**config.mk**
```make
export PLATFORM = sky130hd
export DESIGN_NAME = red_nibble_seq_flat
export DESIGN_NICKNAME = d
export VERILOG_FILES = /design/src/rtl/red_nibble_seq_if.sv /design/src/rtl/red_nibble_seq.sv /design/src/flat_wrapper.sv
export SDC_FILE = /design/constraint.sdc
export NUM_CORES = 1
export LEC_CHECK = 0
export CORE_ASPECT_RATIO = 0.7
export CORE_UTILIZATION = 47
export CTS_BUF_LIST = sky130_fd_sc_hd__clkbuf_8
export CTS_CLUSTER_SIZE = 8
export DETAILED_ROUTE_END_ITERATION = 6
export MAX_ROUTING_LAYER = met4
export PLACE_DENSITY = 0.76
export SYNTH_ARGS = -nofsm -noshare
export SYNTH_HDL_FRONTEND = slang
export SYNTH_SLANG_ARGS = --single-unit
```
**constraint.sdc**
```tcl
create_clock -name clk -period 2.9 [get_ports clk]
set_input_delay 0.58 -clock clk [delete_from_list [all_inputs] [get_ports clk]]
set_output_delay 0.58 -clock clk [all_outputs]
set_load 0.05 [all_outputs]
```
**src/rtl/red_nibble_seq_if.sv**
```systemverilog
// Purpose : request/response bundle between the execute-stage issue logic and
//           the signed nibble-reduction unit.
// Signals : start        - request, sampled by the unit only while idle
//           op_a, op_b   - operands, sampled with start
//           busy         - unit is accumulating or presenting a result
//           done         - one-cycle pulse, result valid
//           result       - sign-extended nibble sum, held until the next done
// Modports: master (issuer), slave (reduction unit)
interface red_nibble_seq_if #(
   parameter int unsigned DATA_W = 16
);
   logic              start;
   logic [DATA_W-1:0] op_a;
   logic [DATA_W-1:0] op_b;
   logic              busy;
   logic              done;
   logic [DATA_W-1:0] result;

   modport master (
      output start, op_a, op_b,
      input  busy, done, result
   );

   modport slave (
      input  start, op_a, op_b,
      output busy, done, result
   );
endinterface

```
**src/rtl/red_nibble_seq.sv**
```systemverilog
// Purpose : multi-cycle signed nibble reduction. Each ACCUM cycle adds one
//           sign-extended nibble of op_a and one of op_b (LSB nibble first)
//           into an ACC_W-bit accumulator; the final sum is sign-extended to
//           DATA_W and presented with a one-cycle done pulse.
// Ports   : clk  - clock, all state updates on the rising edge
//           rst  - synchronous active-high reset
//           io   - red_nibble_seq_if.slave (start/op_a/op_b in,
//                  busy/done/result out, all outputs registered)
// Config  : RED_EARLY_TERM_EN - when defined, the operation finishes after the
//           step whose higher latched nibbles of both operands are all zero.
//           When undefined, every operation takes DATA_W/4 ACCUM cycles and
//           no zero-detect logic is built.
module red_nibble_seq #(
   parameter int unsigned DATA_W = 16,
   parameter int unsigned ACC_W  = 7
) (
   input  logic             clk,
   input  logic             rst,
   red_nibble_seq_if.slave  io
);

   localparam int unsigned NIB_N   = DATA_W / 4;
   localparam int unsigned CNT_W   = (NIB_N > 1) ? $clog2(NIB_N) : 1;
   localparam int unsigned EXT_W   = ACC_W - 4;
   localparam int unsigned RES_EXT = DATA_W - ACC_W;

   typedef enum logic [1:0] {
      S_IDLE  = 2'd0,
      S_ACCUM = 2'd1,
      S_DONE  = 2'd2
   } state_e;

   state_e             state_q, state_d;
   logic [CNT_W-1:0]   cnt_q, cnt_d;
   logic [ACC_W-1:0]   acc_q, acc_d;
   logic [DATA_W-1:0]  a_q, a_d;
   logic [DATA_W-1:0]  b_q, b_d;
   logic               busy_q, busy_d;
   logic               done_q, done_d;
   logic [DATA_W-1:0]  result_q, result_d;

   logic [3:0]         a_nib;
   logic [3:0]         b_nib;
   logic [ACC_W-1:0]   acc_next;
   logic               last_step;

   // Datapath: current nibble pair and the accumulator after this step.
   always_comb begin
      a_nib    = a_q[{cnt_q, 2'b00} +: 4];
      b_nib    = b_q[{cnt_q, 2'b00} +: 4];
      acc_next = acc_q
               + {{EXT_W{a_nib[3]}}, a_nib}
               + {{EXT_W{b_nib[3]}}, b_nib};
   end

`ifdef RED_EARLY_TERM_EN
   logic upper_zero;

   // All latched nibbles above the current index are zero in both operands.
   always_comb begin
      upper_zero = 1'b1;
      for (int unsigned i = 0; i < NIB_N; i++) begin
         if ((CNT_W'(i) > cnt_q) &&
             ((a_q[4*i +: 4] != 4'd0) || (b_q[4*i +: 4] != 4'd0))) begin
            upper_zero = 1'b0;
         end
      end
   end

   assign last_step = (cnt_q == CNT_W'(NIB_N - 1)) || upper_zero;
`else
   assign last_step = (cnt_q == CNT_W'(NIB_N - 1));
`endif

   // State register.
   always_ff @(posedge clk) begin
      if (rst) begin
         state_q <= S_IDLE;
      end else begin
         state_q <= state_d;
      end
   end

   // Next-state logic.
   always_comb begin
      state_d = state_q;
      case (state_q)
         S_IDLE:  if (io.start) state_d = S_ACCUM;
         S_ACCUM: if (last_step) state_d = S_DONE;
         S_DONE:  state_d = S_IDLE;
         default: state_d = S_IDLE;
      endcase
   end

   // Datapath and output next values; busy/done are registered from state_d.
   always_comb begin
      cnt_d    = cnt_q;
      acc_d    = acc_q;
      a_d      = a_q;
      b_d      = b_q;
      result_d = result_q;
      busy_d   = (state_d != S_IDLE);
      done_d   = (state_d == S_DONE);
      case (state_q)
         S_IDLE: begin
            if (io.start) begin
               a_d   = io.op_a;
               b_d   = io.op_b;
               acc_d = '0;
               cnt_d = '0;
            end
         end
         S_ACCUM: begin
            acc_d = acc_next;
            cnt_d = cnt_q + CNT_W'(1);
            if (last_step) begin
               result_d = {{RES_EXT{acc_next[ACC_W-1]}}, acc_next};
            end
         end
         default: ;
      endcase
   end

   // Datapath and output registers.
   always_ff @(posedge clk) begin
      if (rst) begin
         cnt_q    <= '0;
         acc_q    <= '0;
         a_q      <= '0;
         b_q      <= '0;
         busy_q   <= 1'b0;
         done_q   <= 1'b0;
         result_q <= '0;
      end else begin
         cnt_q    <= cnt_d;
         acc_q    <= acc_d;
         a_q      <= a_d;
         b_q      <= b_d;
         busy_q   <= busy_d;
         done_q   <= done_d;
         result_q <= result_d;
      end
   end

   assign io.busy   = busy_q;
   assign io.done   = done_q;
   assign io.result = result_q;

endmodule
```
**src/flat_wrapper.sv**
```systemverilog
// flat-port wrapper written by rule: the top's interface ports become plain ports
module red_nibble_seq_flat 
#(
   parameter int unsigned DATA_W = 16,
   parameter int unsigned ACC_W  = 7
)
  (clk, rst, io_start, io_op_a, io_op_b, io_busy, io_done, io_result);
  red_nibble_seq_if #(.DATA_W(DATA_W)) io_i ();
  input  logic clk;
  input  logic rst;
  input wire logic [$bits(io_i.start)-1:0] io_start;
  input wire logic [$bits(io_i.op_a)-1:0] io_op_a;
  input wire logic [$bits(io_i.op_b)-1:0] io_op_b;
  output wire logic [$bits(io_i.busy)-1:0] io_busy;
  output wire logic [$bits(io_i.done)-1:0] io_done;
  output wire logic [$bits(io_i.result)-1:0] io_result;
  assign io_i.start = io_start;
  assign io_i.op_a = io_op_a;
  assign io_i.op_b = io_op_b;
  assign io_busy = io_i.busy;
  assign io_done = io_i.done;
  assign io_result = io_i.result;
  red_nibble_seq #(.DATA_W(DATA_W), .ACC_W(ACC_W)) u_core (.clk(clk), .rst(rst), .io(io_i));
endmodule
```
==> flow_summary.toml <==
[pwr]
worst_ir_drop_vdd_mv = 0.202
power_leakage_nw = 1.19
power_density_mw_per_mm2 = 481

[cells_and_area]
layoutNonFillerInstCount = 370
diodes = 0
area_delta_synth_final_pct = 26.1
layout.nets = 350
layout_commonest_cell = "nand2_1"
final_util = 0.625
layout-drive-gt1-share = 0.106
final_cell_mix = "nand2_1 (65), clkdlybuf4s50_1 (52), dfxtp_1 (51)"

[clock_tree]
h-tree-depth = 2
worstSkewPairLatency_ns = 0.30
holdBufCountCts = 0
path_clk_slew_ns = 0.09
cts_buffers = 5
clockBufferDepth = 2
clock_sinks = 52
cts_tree = "yes"
cts-root-buf = "clkbuf_8"

[synthesis]
synth.area.top_cells = "dfxtp_1 (43%), nand2_1 (10%), mux4_2 (7.5%)"
ys_warn_count = 0
synth_flop_cell = "dfxtp_1"
ys_async_sr_fraction = 0
synth_top_area_frac = 0.432
synthSimpleGateAreaFrac = 0.175
yosys.area.top_type = "dfxtp_1"
synth-edff-count = 0
syn-cell-area_sq_mm = 0.00241
syn_inst = 258
avgSynthCellArea_sq_um = 9.34
syn_nets = 307
synthMuxAreaShare = 0.0873
ys_ff_latch = 52
synth_top_family_by_area = "simple AND/OR/NAND/NOR gates"
synth.distinct_cells = 35
ys_seq_area_frac = 0.432
synthAdderAreaFrac = 0.0945
synth_compound_area_frac = 0.124
synthXorXnorAreaFrac = 0.0182

[timing]
period_share = 0.956
fin_tns_setup_ns = 0
max_freq_ghz = 0.361
finalSetupViolCount = 0
rsz0062_at_grt = "false"
hold_viol_final = 0
max-slew-margin-rel = 0.666
slew_viol_final = 0
max_slew.worst_pin.slew_ns = 0.499
skew_ns = 0.00413
min_period_ns = 2.77

[grt]
grt_max_degree = 51
grt_pass1_vias = 1823
antenna_found_initial = 0
grt_overflow = 0
grt_first_pass_wirelength_microns = 8320
grt_usage = 0.211

[placed_design]
portBuffers = 52
place_congestion = 0.776
dp.cells = 362
dp_hpwl_microns = 3670

[floorplan]
fp.dieH_microns = 61.9
die_area_sq_mm = 0.00542
core_sq_mm = 0.00486
die-width_microns = 87.6
rows = 21
num_io_pins = 53
start_util = 0.495

[run_status]
outcome = "finished, final reports clean"

[worst_setup_path]
reg2regPathDepth = 9
start_kind = "flip-flop"
worstPathArrival_ns = 2.96
worst-r2r-setup-slack_ns = 0.13
crit_type = "reg -> reg"
critPathMaxFanout = 6
reg2reg_from = "u_core.cnt_q[0]"
reg2reg_to = "u_core.io.result[6]"
crit_path_start = "u_core.cnt_q[0]"
crit_path_end = "u_core.io.result[6]"
cp-end-kind = "flip-flop"
required_ns = 3.08

[worst_hold_path]
hold_class = "reg -> reg"

[detailed_routing]
avgRoutedWirePerCell_microns = 13.2
wl_microns = 4890
drt-pass1-iter-count = 4
ant_nets = 0
via_per_inst = 5.09
num_vias = 1882
drc = 0
drt-initial-drc-count = 59

[run]
cap_violations = 0
## power by group
part           switching (W)  leakage [nW]  internal [W]
sequential         0.0000245         0.425      0.000749
clock               0.000220        0.0503      0.000213
combinational       0.000124         0.715      0.000131
## cell type report
cell class,count,area [sq um]
Sequential cell,52,1040
Tap cell,69,86.3
Multi-Input combinational cell,176,1200
Timing Repair Buffer,59,581
Inverter,7,26.3
Fill cell,404,1820
Clock buffer,7,96.3
## sequential cells by signal (all words and copies together) (netlist names)
register          cells
u_core.a_q           16
u_core.b_q           16
u_core.acc_q          7
u_core.io.result      7
u_core.cnt_q          2
u_core.state_q        2
u_core.io.busy        1
u_core.io.done        1
## synth_stat cells, types with 3 or more instances
cell type and n:
a22oi_1 5, dfxtp_1 52, nand2b_1 4, inv_1 7, buf_2 7, nand2_1 65, a21oi_1 35, mux2i_1 3
ha_1 7, fa_1 7, buf_4 12, mux4_2 8, nor2_1 12, xor2_1 4, clkbuf_1 4, nand3b_1 3
## critical path: stages (launching register included)
cell and delay, ns:
dfxtp_2 0.37, buf_6 0.14, mux4_2 0.51, fa_1 0.52, buf_4 0.16, ha_1 0.27, a21o_1 0.12, nand4_1 0.13
a31oi_1 0.30, o32ai_2 0.13
## logic make-up (layout without fill, tap and decap cells)
group	after synthesis	in the layout
and+or+nand+nor	95	95
xor gates and xnor gates	5	5
DFF	52	52
AOI/OAI and AO/OA	51	51
adders and majority gates	14	14
muxes	11	11
buffers and inverters	30	73
## how the worst min path moves through the flow
stage	start	depth (start not counted)	end	slack [ns]
global placement	u_core.b_q[9]	2	u_core.b_q[9]	0.44
floorplan	u_core.a_q[10]	2	u_core.a_q[10]	0.43
CTS	u_core.b_q[4]	2	u_core.b_q[4]	0.46
global route	u_core.b_q[4]	2	u_core.b_q[4]	0.47
detailed placement	u_core.b_q[4]	2	u_core.b_q[4]	0.45
finish	u_core.b_q[5]	2	u_core.b_q[5]	0.46
## routing by layer
metal	wire length, microns	GRT usage	vias to the layer above
met5	0	-	-
met4	55	0.0585	0
met3	264	0.0489	8
met2	2170	0.323	50
met1	2390	0.283	881
li1	-	-	943
## timing repair
item                       CTS  global route
setup buffers                0             1
gates resized for setup      0             4
setup endpoints to repair    0             2
## stage by stage
step | hold slack [ns] | worst slack (ns) | power (W) | instance area (sq um)
final | 0.459 | 0.126 | 0.00146 | 3040
after global routing | 0.473 | 0.0127 | 0.00154 | 3040
after CTS | 0.459 | 0.0444 | 0.00147 | 3020
after detailed placement | 0.447 | 0.0532 | 0.00104 | 2920
after global placement | 0.445 | 0.161 | 0.00103 | 2920
after floorplan | 0.433 | 0.0283 | 0.000950 | 2410
No activity file was read; power rests on OpenSTA's default activity.
